## src/rtl/reorder_buffer_pkg.sv

```systemverilog
// Shared constants and types for the reorder buffer: data/tag widths, capacity,
// zero values and the registered commit record.
package reorder_buffer_pkg;

  localparam int DATA_WIDTH    = 32;
  localparam int REG_TAG_WIDTH = 5;
  localparam int ROB_TAG_WIDTH = 4;
  localparam int ROB_SIZE      = 15;

  localparam logic [DATA_WIDTH-1:0]    ZERO_DATA    = '0;
  localparam logic [ROB_TAG_WIDTH-1:0] ZERO_TAG_ROB = '0;
  localparam logic [REG_TAG_WIDTH-1:0] ZERO_TAG_REG = '0;
  localparam logic                     TRUE         = 1'b1;
  localparam logic                     FALSE        = 1'b0;

  typedef logic [DATA_WIDTH-1:0]    data_t;
  typedef logic [REG_TAG_WIDTH-1:0] reg_tag_t;
  typedef logic [ROB_TAG_WIDTH-1:0] rob_tag_t;

  typedef struct packed {
    reg_tag_t rd;
    rob_tag_t rob;
    data_t    value;
  } commit_t;

endpackage

```

## src/rtl/reorder_buffer_if.sv

```systemverilog
// Decode, completion-broadcast, operand-query, commit and flush signals of the
// reorder buffer. The master modport is the surrounding pipeline, slave is the ROB.
interface reorder_buffer_if;
  import reorder_buffer_pkg::*;

  logic     in_decode_ce;
  reg_tag_t in_decode_dest_reg;
  logic     in_decode_is_branch;
  rob_tag_t out_decode_rob_tag;
  logic     out_rob_full;

  logic     in_cdb_valid;
  rob_tag_t in_cdb_tag;
  data_t    in_cdb_value;
  logic     in_cdb_misbranch;
  data_t    in_cdb_target_pc;

  rob_tag_t in_query_tag1;
  rob_tag_t in_query_tag2;
  logic     out_query_ready1;
  logic     out_query_ready2;
  data_t    out_query_value1;
  data_t    out_query_value2;

  reg_tag_t out_reg_commit_reg;
  rob_tag_t out_reg_commit_rob;
  data_t    out_reg_commit_value;

  logic     out_rob_misbranch;
  data_t    out_misbranch_pc;

  modport master (
    output in_decode_ce, in_decode_dest_reg, in_decode_is_branch,
    input  out_decode_rob_tag, out_rob_full,
    output in_cdb_valid, in_cdb_tag, in_cdb_value, in_cdb_misbranch, in_cdb_target_pc,
    output in_query_tag1, in_query_tag2,
    input  out_query_ready1, out_query_ready2, out_query_value1, out_query_value2,
    input  out_reg_commit_reg, out_reg_commit_rob, out_reg_commit_value,
    input  out_rob_misbranch, out_misbranch_pc
  );

  modport slave (
    input  in_decode_ce, in_decode_dest_reg, in_decode_is_branch,
    output out_decode_rob_tag, out_rob_full,
    input  in_cdb_valid, in_cdb_tag, in_cdb_value, in_cdb_misbranch, in_cdb_target_pc,
    input  in_query_tag1, in_query_tag2,
    output out_query_ready1, out_query_ready2, out_query_value1, out_query_value2,
    output out_reg_commit_reg, out_reg_commit_rob, out_reg_commit_value,
    output out_rob_misbranch, out_misbranch_pc
  );

endinterface

```

## src/rtl/reorder_buffer.sv

```systemverilog
// 15-entry in-order-commit reorder buffer with tags 1..15 (0 means "no tag").
// Define ROB_CDB_BYPASS_EN to let operand queries see a same-cycle CDB broadcast.
module reorder_buffer
  import reorder_buffer_pkg::*;
(
  input  logic            clk,
  input  logic            rst,
  input  logic            rdy,
  reorder_buffer_if.slave bus
);

  localparam int ENTRIES = ROB_SIZE + 1;

  function automatic rob_tag_t next_tag(input rob_tag_t tag);
    return (tag == rob_tag_t'(ROB_SIZE)) ? rob_tag_t'(1) : tag + rob_tag_t'(1);
  endfunction

  // Control state (reset)
  logic [ENTRIES-1:0] busy_q, busy_d;
  rob_tag_t           head_q, head_d;
  rob_tag_t           tail_q, tail_d;
  rob_tag_t           count_q, count_d;
  commit_t            commit_q, commit_d;
  logic               misbranch_q, misbranch_d;
  data_t              misbranch_pc_q, misbranch_pc_d;

  // Entry payload; only meaningful while the matching busy bit is set
  logic [ENTRIES-1:0] ready_q;
  logic [ENTRIES-1:0] is_branch_q;
  logic [ENTRIES-1:0] mispredict_q;
  reg_tag_t           dest_q   [ENTRIES];
  data_t              value_q  [ENTRIES];
  data_t              target_q [ENTRIES];

  logic full;
  logic alloc_en;
  logic cdb_hit;
  logic commit_en;
  logic flush_en;

  assign full      = (count_q == rob_tag_t'(ROB_SIZE));
  assign alloc_en  = rdy && bus.in_decode_ce && !full;
  assign cdb_hit   = rdy && bus.in_cdb_valid && (bus.in_cdb_tag != ZERO_TAG_ROB)
                     && busy_q[bus.in_cdb_tag];
  assign commit_en = rdy && busy_q[head_q] && ready_q[head_q];
  assign flush_en  = commit_en && is_branch_q[head_q] && mispredict_q[head_q];

  always_comb begin
    busy_d         = busy_q;
    head_d         = head_q;
    tail_d         = tail_q;
    count_d        = count_q;
    commit_d       = rdy ? '0 : commit_q;
    misbranch_d    = rdy ? FALSE : misbranch_q;
    misbranch_pc_d = rdy ? ZERO_DATA : misbranch_pc_q;

    if (commit_en) begin
      busy_d[head_q] = FALSE;
      head_d         = next_tag(head_q);
      commit_d.rd    = dest_q[head_q];
      commit_d.rob   = head_q;
      commit_d.value = value_q[head_q];
    end

    if (alloc_en) begin
      busy_d[tail_q] = TRUE;
      tail_d         = next_tag(tail_q);
    end

    case ({alloc_en, commit_en})
      2'b10:   count_d = count_q + rob_tag_t'(1);
      2'b01:   count_d = count_q - rob_tag_t'(1);
      default: count_d = count_q;
    endcase

    // A mispredicted branch retiring wipes everything younger, including this cycle's allocation
    if (flush_en) begin
      busy_d         = '0;
      head_d         = rob_tag_t'(1);
      tail_d         = rob_tag_t'(1);
      count_d        = ZERO_TAG_ROB;
      misbranch_d    = TRUE;
      misbranch_pc_d = target_q[head_q];
    end
  end

  always_ff @(posedge clk or posedge rst) begin
    if (rst) begin
      busy_q         <= '0;
      head_q         <= rob_tag_t'(1);
      tail_q         <= rob_tag_t'(1);
      count_q        <= ZERO_TAG_ROB;
      commit_q       <= '0;
      misbranch_q    <= FALSE;
      misbranch_pc_q <= ZERO_DATA;
    end else begin
      busy_q         <= busy_d;
      head_q         <= head_d;
      tail_q         <= tail_d;
      count_q        <= count_d;
      commit_q       <= commit_d;
      misbranch_q    <= misbranch_d;
      misbranch_pc_q <= misbranch_pc_d;
    end
  end

  // Allocation targets a free slot and completion a busy one, so they never collide
  always_ff @(posedge clk) begin
    if (alloc_en) begin
      ready_q[tail_q]      <= FALSE;
      is_branch_q[tail_q]  <= bus.in_decode_is_branch;
      mispredict_q[tail_q] <= FALSE;
      dest_q[tail_q]       <= bus.in_decode_dest_reg;
    end
    if (cdb_hit) begin
      ready_q[bus.in_cdb_tag]      <= TRUE;
      mispredict_q[bus.in_cdb_tag] <= bus.in_cdb_misbranch;
      value_q[bus.in_cdb_tag]      <= bus.in_cdb_value;
      target_q[bus.in_cdb_tag]     <= bus.in_cdb_target_pc;
    end
  end

  logic  q_rdy1, q_rdy2;
  data_t q_val1, q_val2;

  always_comb begin
    q_rdy1 = (bus.in_query_tag1 != ZERO_TAG_ROB) && busy_q[bus.in_query_tag1]
             && ready_q[bus.in_query_tag1];
    q_val1 = q_rdy1 ? value_q[bus.in_query_tag1] : ZERO_DATA;
    q_rdy2 = (bus.in_query_tag2 != ZERO_TAG_ROB) && busy_q[bus.in_query_tag2]
             && ready_q[bus.in_query_tag2];
    q_val2 = q_rdy2 ? value_q[bus.in_query_tag2] : ZERO_DATA;
`ifdef ROB_CDB_BYPASS_EN
    if (cdb_hit && (bus.in_cdb_tag == bus.in_query_tag1)) begin
      q_rdy1 = TRUE;
      q_val1 = bus.in_cdb_value;
    end
    if (cdb_hit && (bus.in_cdb_tag == bus.in_query_tag2)) begin
      q_rdy2 = TRUE;
      q_val2 = bus.in_cdb_value;
    end
`endif
  end

  assign bus.out_decode_rob_tag   = tail_q;
  assign bus.out_rob_full         = full;
  assign bus.out_query_ready1     = q_rdy1;
  assign bus.out_query_ready2     = q_rdy2;
  assign bus.out_query_value1     = q_val1;
  assign bus.out_query_value2     = q_val2;
  assign bus.out_reg_commit_reg   = commit_q.rd;
  assign bus.out_reg_commit_rob   = commit_q.rob;
  assign bus.out_reg_commit_value = commit_q.value;
  assign bus.out_rob_misbranch    = misbranch_q;
  assign bus.out_misbranch_pc     = misbranch_pc_q;

endmodule

```

## src/flat_wrapper.sv

```systemverilog
// flat-port wrapper written by rule: the top's interface ports become plain ports
module reorder_buffer_flat import reorder_buffer_pkg::*;
  (clk, rst, rdy, bus_in_decode_ce, bus_in_decode_dest_reg, bus_in_decode_is_branch, bus_out_decode_rob_tag, bus_out_rob_full, bus_in_cdb_valid, bus_in_cdb_tag, bus_in_cdb_value, bus_in_cdb_misbranch, bus_in_cdb_target_pc, bus_in_query_tag1, bus_in_query_tag2, bus_out_query_ready1, bus_out_query_ready2, bus_out_query_value1, bus_out_query_value2, bus_out_reg_commit_reg, bus_out_reg_commit_rob, bus_out_reg_commit_value, bus_out_rob_misbranch, bus_out_misbranch_pc);
  reorder_buffer_if bus_i ();
  input  logic clk;
  input  logic rst;
  input  logic rdy;
  input wire logic [$bits(bus_i.in_decode_ce)-1:0] bus_in_decode_ce;
  input wire logic [$bits(bus_i.in_decode_dest_reg)-1:0] bus_in_decode_dest_reg;
  input wire logic [$bits(bus_i.in_decode_is_branch)-1:0] bus_in_decode_is_branch;
  output wire logic [$bits(bus_i.out_decode_rob_tag)-1:0] bus_out_decode_rob_tag;
  output wire logic [$bits(bus_i.out_rob_full)-1:0] bus_out_rob_full;
  input wire logic [$bits(bus_i.in_cdb_valid)-1:0] bus_in_cdb_valid;
  input wire logic [$bits(bus_i.in_cdb_tag)-1:0] bus_in_cdb_tag;
  input wire logic [$bits(bus_i.in_cdb_value)-1:0] bus_in_cdb_value;
  input wire logic [$bits(bus_i.in_cdb_misbranch)-1:0] bus_in_cdb_misbranch;
  input wire logic [$bits(bus_i.in_cdb_target_pc)-1:0] bus_in_cdb_target_pc;
  input wire logic [$bits(bus_i.in_query_tag1)-1:0] bus_in_query_tag1;
  input wire logic [$bits(bus_i.in_query_tag2)-1:0] bus_in_query_tag2;
  output wire logic [$bits(bus_i.out_query_ready1)-1:0] bus_out_query_ready1;
  output wire logic [$bits(bus_i.out_query_ready2)-1:0] bus_out_query_ready2;
  output wire logic [$bits(bus_i.out_query_value1)-1:0] bus_out_query_value1;
  output wire logic [$bits(bus_i.out_query_value2)-1:0] bus_out_query_value2;
  output wire logic [$bits(bus_i.out_reg_commit_reg)-1:0] bus_out_reg_commit_reg;
  output wire logic [$bits(bus_i.out_reg_commit_rob)-1:0] bus_out_reg_commit_rob;
  output wire logic [$bits(bus_i.out_reg_commit_value)-1:0] bus_out_reg_commit_value;
  output wire logic [$bits(bus_i.out_rob_misbranch)-1:0] bus_out_rob_misbranch;
  output wire logic [$bits(bus_i.out_misbranch_pc)-1:0] bus_out_misbranch_pc;
  assign bus_i.in_decode_ce = bus_in_decode_ce;
  assign bus_i.in_decode_dest_reg = bus_in_decode_dest_reg;
  assign bus_i.in_decode_is_branch = bus_in_decode_is_branch;
  assign bus_out_decode_rob_tag = bus_i.out_decode_rob_tag;
  assign bus_out_rob_full = bus_i.out_rob_full;
  assign bus_i.in_cdb_valid = bus_in_cdb_valid;
  assign bus_i.in_cdb_tag = bus_in_cdb_tag;
  assign bus_i.in_cdb_value = bus_in_cdb_value;
  assign bus_i.in_cdb_misbranch = bus_in_cdb_misbranch;
  assign bus_i.in_cdb_target_pc = bus_in_cdb_target_pc;
  assign bus_i.in_query_tag1 = bus_in_query_tag1;
  assign bus_i.in_query_tag2 = bus_in_query_tag2;
  assign bus_out_query_ready1 = bus_i.out_query_ready1;
  assign bus_out_query_ready2 = bus_i.out_query_ready2;
  assign bus_out_query_value1 = bus_i.out_query_value1;
  assign bus_out_query_value2 = bus_i.out_query_value2;
  assign bus_out_reg_commit_reg = bus_i.out_reg_commit_reg;
  assign bus_out_reg_commit_rob = bus_i.out_reg_commit_rob;
  assign bus_out_reg_commit_value = bus_i.out_reg_commit_value;
  assign bus_out_rob_misbranch = bus_i.out_rob_misbranch;
  assign bus_out_misbranch_pc = bus_i.out_misbranch_pc;
  reorder_buffer u_core (.clk(clk), .rst(rst), .rdy(rdy), .bus(bus_i));
endmodule
```

## config.mk

```make
export PLATFORM = sky130hd
export DESIGN_NAME = reorder_buffer_flat
export DESIGN_NICKNAME = d
export VERILOG_FILES = /design/src/rtl/reorder_buffer_pkg.sv /design/src/rtl/reorder_buffer_if.sv /design/src/rtl/reorder_buffer.sv /design/src/flat_wrapper.sv
export SDC_FILE = /design/constraint.sdc
export NUM_CORES = 2
export LEC_CHECK = 0
export BUFFER_PORTS_ARGS = -buffer_cell sky130_fd_sc_hd__buf_4
export CORE_MARGIN = 1
export CORE_UTILIZATION = 63
export DETAILED_ROUTE_END_ITERATION = 10
export PLACE_DENSITY_LB_ADDON = 0.15
export SETUP_SLACK_MARGIN = 0.2
export SLEW_MARGIN = 30
export SYNTH_ARGS = -nofsm -noshare
export SYNTH_HDL_FRONTEND = slang
export SYNTH_SLANG_ARGS = --single-unit
```

## constraint.sdc

```tcl
create_clock -name clk -period 11.45 [get_ports clk]
set_input_delay 1.145 -clock clk [delete_from_list [all_inputs] [get_ports clk]]
set_output_delay 1.145 -clock clk [all_outputs]
set_load 0.01 [all_outputs]
```

After elaboration in Yosys (flattened, before gate mapping):

Memory sizes are Yosys's and may differ from the RTL's.
Cells that the tools add are included.

* bits in registers: 150
* latch bits: 0
* bits in writable memories: 1104
* bits in read-only memories: 0
* input port bits: 88
* output and inout bits: 145
* logic and storage cells: 117
* memories: 3

Memories
* u_core.target_q: words 16, width 32, read ports 1, clocked after Yosys merged registers in 0, write ports 1, line reorder_buffer.sv:33 `data_t target_q [ENTRIES];`
* u_core.value_q: words 16, width 32, read ports 3, clocked after Yosys merged registers in 0, write ports 1, line reorder_buffer.sv:32 `data_t value_q [ENTRIES];`
* u_core.dest_q: words 16, width 5, read ports 1, clocked after Yosys merged registers in 0, write ports 1, line reorder_buffer.sv:31 `reg_tag_t dest_q [ENTRIES];`

* $add $sub $neg: 4
* $mul: 0
* divide/modulo/power cells: 0
* order comparisons: 8
* equal/unequal tests: 5
* shift-type cells: 0
* multiplexer cells: 53
* bitwise operators: 7
* reductions and logical operators: 25

Operators by type and width (count)
* two-way mux 32 bit: 4
* two-way mux 16 bit: 7
* two-way mux 41 bit: 2
* bitwise AND 16 bit: 3
* binary-select mux 1 bit (select 4 bit): 9
* bitwise mux 16 bit: 2
* inverter 16 bit: 2
* bitwise OR 16 bit: 2
* two-way mux 4 bit: 7
* < comparator 4 x 5 -> 1 bit (second input constant): 5
* two-way mux 1 bit: 18
* logical AND 1 bit: 16
* adder 4 x 1 -> 4 bit (second input constant): 3
* demux 1 bit (select 4 bit): 3
* == test 4 bit (second input constant): 3
* >= comparator 4 x 1 -> 1 bit (second input constant): 3
* nonzero test 4 bit: 3
* case mux 4 bit (2 select lines): 1
* nonzero test 2 bit: 4
* subtractor 4 x 1 -> 4 bit (second input constant): 1
* nonzero test 3 bit: 1
* == test 2 x 1 -> 1 bit (second input constant): 1
* == test 2 bit (second input constant): 1
* logical NOT 1 bit: 1

Logic depth before layout (Yosys ltp):

* depth after elaboration: 10
* gate-level depth with buffers: 16
* depth with buffers taken out: 13

Worst setup path after synthesis:

Ideal clock, no wire load.

* path type: input-to-reg
* start point: input port bus_in_cdb_tag[0]
* end point: register u_core.mispredict_q[4]
* setup time: 0.350 ns
* arrival: 6.692 ns
* required time: 11.100 ns
* setup slack: 4.408 ns
* cell stages on the path: 5
* buffers on the path: 1
* path through: clkbuf_1 mux4_2 nand3_1 nor3_1 o21ai_0

* word-level cells in the longest chain between the ends: 6
* elaborated cells on any way between the ends: 12
* those cells by class: 2 x order compare; 6 x mux; 4 x reduce/logical

Ends and longest elaborated chain
* start, declared: line flat_wrapper.sv:14 `input wire logic [$bits(bus_i.in_cdb_tag)-1:0] bus_in_cdb_tag;`
* < comparator 4 x 5 -> 1 bit (implied by the code) or >= comparator 4 x 1 -> 1 bit (tied branches): line reorder_buffer.sv:117 `mispredict_q[bus.in_cdb_tag] <= bus.in_cdb_misbranch;`
* logical AND 1 bit (implied by the code): line reorder_buffer.sv:117
* two-way mux 1 bit (implied by the code): line reorder_buffer.sv:117
* demux 1 bit (select 4 bit)
* bitwise mux 16 bit: line reorder_buffer.sv:117
* two-way mux 16 bit (*): line reorder_buffer.sv:115 `if (cdb_hit) begin`
* end signal, assigned by index: line reorder_buffer.sv:117
* end, declared: line reorder_buffer.sv:30 `logic [ENTRIES-1:0] mispredict_q;`

Mark *: on every way between the ends. The rest lies on a longest branch, timed or not. The select of a mux whose other input is x is not followed.
A chain may end at the register's enable or synchronous reset.

Worst setup path in the final report:

* start point: input port bus_in_query_tag2[2]
* end point: output port bus_out_query_value2[10]

* word-level cells in the longest chain between the ends: 5
* elaborated cells on any way between the ends: 9
* those cells by class: 5 x mux; 3 x reduce/logical; 1 x memory

Ends and longest elaborated chain
* start, declared: line flat_wrapper.sv:19 `input wire logic [$bits(bus_i.in_query_tag2)-1:0] bus_in_query_tag2;`
* binary-select mux 1 bit (select 4 bit): line reorder_buffer.sv:130 `q_rdy2 = (bus.in_query_tag2 != ZERO_TAG_ROB) && busy_q[bus.in_query_tag2]`
* two-way mux 1 bit (implied by the code): line reorder_buffer.sv:130
* logical AND 1 bit: line reorder_buffer.sv:130
* logical AND 1 bit: line reorder_buffer.sv:131 `&& ready_q[bus.in_query_tag2];`
* two-way mux 32 bit (*): line reorder_buffer.sv:132 `q_val2 = q_rdy2 ? value_q[bus.in_query_tag2] : ZERO_DATA;`
* end, declared: line flat_wrapper.sv:23 `output wire logic [$bits(bus_i.out_query_value2)-1:0] bus_out_query_value2;`

Marks and branches as above.

==> flow_summary.yaml <==
sta:
  setup_ws_ps: 6270
  final.setup.tns_ps: 0
  relSlewSlack_pct: 33.7
  report.final.setup_viol: 0
  finalClockSkew_ps: 24.2
  rsz0062_at_grt: "false"
  period_share_pct: 45.3
  tightest_slew_ps: 995
  fmax_ghz: 0.193
  min_period_ps: 5180
  hold_violations: 0
  drv_slew: 0
status:
  outcome: "complete, but fails checks"
  violations: "design-rule violations"
place:
  hpwl_mm: 77.3
  postPlaceCellArea_um2: 59600
  globalplace.congestion: 0.869
  place_ws_ps: 6200
  port_buffers: 232
pwr:
  ir_drop_mv: 0.297
  p_sw_share_pct: 25.9
  p_per_area_nw_per_um2: 189
  p_switching_mw: 3.14
  power_leakage_nw: 21.8
  combPwrFrac_pct: 20.3
  power.share.clock_pct: 35.8
  seqPwrFrac_pct: 43.9
  power.internal_mw: 9.00
worst_setup_path:
  criticalPathCategory: "in -> out"
  cp_max_fo: 83
  cp-startpoint: "bus_in_query_tag2[2]"
  critPathLaunchType: "input port"
  r2r-start: "u_core.head_q[1]"
  end_kind: "primary output"
  worstPathRequired_ps: 10310
  arrival_ps: 4040
clock_network:
  post_cts_resize_count: 0
  clock_path_buffers: 3
  cts_tree: "done"
  htreeDepth: 4
  cts.clk_slew.worst_paths_ps: 60
  cts_hold_buf: 0
  clk_latency_ps: 760
  cts_buffers: 131
  ctsRootBufferMaster: "clkbuf_16"
  cts.sinks: 1254
  post_cts.repair.setup_buffers: 0
min_path:
  hold_path.class: "reg -> reg"
  min_from: "u_core.mispredict_q[1]"
synth:
  ys_async_sr_fraction_pct: 8.13
  synth_cell_types: 56
  synth.most_common_cell: "edfxtp_1"
  syn_inst: 2608
  yosysSeqAreaShare_pct: 64.9
  synth-warning-count: 0
  synth_mux_area_share_pct: 27.8
  synth_compound_area_share_pct: 2.45
  synth_top_cell_by_area: "edfxtp_1"
  yosys-top-cells-count: "edfxtp_1, mux4_2, mux4_1"
  synth-simple-area-share_pct: 2.07
  synth_top_flop_cell: "edfxtp_1"
  synth_top_area_share_pct: 59.3
  syn_area_um2: 56700
  yosys.area_share.xor_xnor_pct: 0.0772
  synthesis.area_per_instance_um2: 21.7
  ys_seq_elements: 1254
  synth_top_family_by_area: "multiplexers"
  synth.area.top_cells: "edfxtp_1, mux4_2, mux4_1, dfrtp_1, dfxtp_1"
  synth_fa_ha_area_share_pct: 0.265
  synth-edff-count: 1120
floorplanning:
  core_um2: 88800
  die_h_um: 302
  dieArea_um2: 91200
  start_util_pct: 63.9
  rows: 109
  ioPinCount: 233
  fp.dieW_um: 302
run:
  cap_violations: 0
cells_and_area:
  fin_util_pct: 72.2
  drive_above_1_share_pct: 35.6
  reg_top3: "u_core.target_q x512, u_core.value_q x512, u_core.dest_q x80"
  nFillCells: 4990
  syn_to_final_growth_pct: 13.0
  num-nets-final: 2993
  stdcell_area_um2: 64100
global_routing:
  overflow: 0
  grt_pass1_wl_mm: 210
  antenna_found_initial: 6
  grt_max_degree: 110
  grt_util_all_layers_pct: 32.5
  first_global_vias: 31300
routing:
  drc: 12
  drt-total-wl_mm: 144
  via_per_inst: 7.28
  drtPass1Iterations: 8
  vias: 30300
  drtIter0Drc: 3685
  wire_per_inst_um: 34.6
  antenna_left: 0
## layer usage
layer,wire length [µm],vias to the layer above,GRT usage (%),share of wire (%)
met5,38,-,0,0.026
met4,4360,6,11.9,3.0
met3,13700,291,6.00,9.5
met2,74000,1942,53.7,51
met1,52000,16100,44.0,36
li1,-,12000,-,-
## placed cells by master, fill, tap and decap left out, drive strengths merged, types with 3 or more instances in the layout
cell type  count
o31ai          3
bufinv        14
ha            12
a21o          15
buf          282
nand4          8
o211ai        14
dfxtp         32
clkbuf       171
a31oi          3
nand2b         4
and3           5
edfxtp      1120
mux4         675
nor3           6
mux2i         13
xor2           5
clkinv        47
and2           4
nand3         33
nor2b         69
nand2         61
o2111ai        3
a22o          72
clkinvlp       4
nand3b         3
inv           42
dfrtp        100
nor2          20
o21ai         40
a21oi         24
or2            4
conb          64
o2bb2ai        4
## path summary, 6_finish.rpt
path | slack, ps | cells after the start | to
setup / recovery | 6270 | 6 | bus_out_query_value2[10]
hold / removal | 460 | 2 | u_core.mispredict_q[1]
setup reg to reg | 6330 | 15 | u_core.count_q[3]
hold reg to reg | 460 | 2 | u_core.mispredict_q[1]
max in group asynchronous | 9570 | 3 | u_core.bus.out_reg_commit_value[6]
min in group asynchronous | 550 | 2 | u_core.bus.out_misbranch_pc[28]
## cell type report
type / instances / area [µm²] / share of cell area (%)
clock inverter: 69 / 857 / 1.34
sequential: 1254 / 36800 / 57.5
multi-input combinational: 1184 / 18900 / 29.5
clock buffer: 169 / 3570 / 5.58
tap: 1165 / 1460 / 2.27
antenna: 2 / 5.00 / 0.00781
timing repair buffer: 284 / 2300 / 3.59
inverter: 38 / 166 / 0.260
## metrics by stage
stage | cells | total power, mW | hold slack [ps]
after global placement | 3919 | 7.81 | 442
after detailed placement | 3923 | 7.88 | 449
after global routing | 4165 | 12.5 | 475
final | 4165 | 12.1 | 465
after CTS | 4161 | 12.2 | 461
after floorplan | 2671 | 7.31 | 422
## worst max-delay path: stages
cell     delay [ps]
buf_6           600
buf_4           810
mux4_2          440
mux4_2          520
nor2b_1         160
buf_4           160
## power groups by stage
| stage | Sequential [mW] | Clock [mW] | Combinational (mW) |
|---|---|---|---|
| floorplan | 5.34 | 0 | 1.97 |
| global placement | 5.40 | 0 | 2.41 |
| detailed placement | 5.41 | 0 | 2.46 |
| CTS | 5.32 | 4.38 | 2.48 |
| global route | 5.34 | 4.55 | 2.61 |
| finish | 5.33 | 4.34 | 2.47 |
## cells by family after synthesis
kind of cell               count (synthesis)
AOI/OAI and AO/OA                        191
xor gates and xnor gates                   5
adders and majority gates                 12
buffers and inverters                    233
DFF                                     1254
muxes                                    689
other                                      1
and+or+nand+nor                          223
No activity file was read; power rests on OpenSTA's default activity.
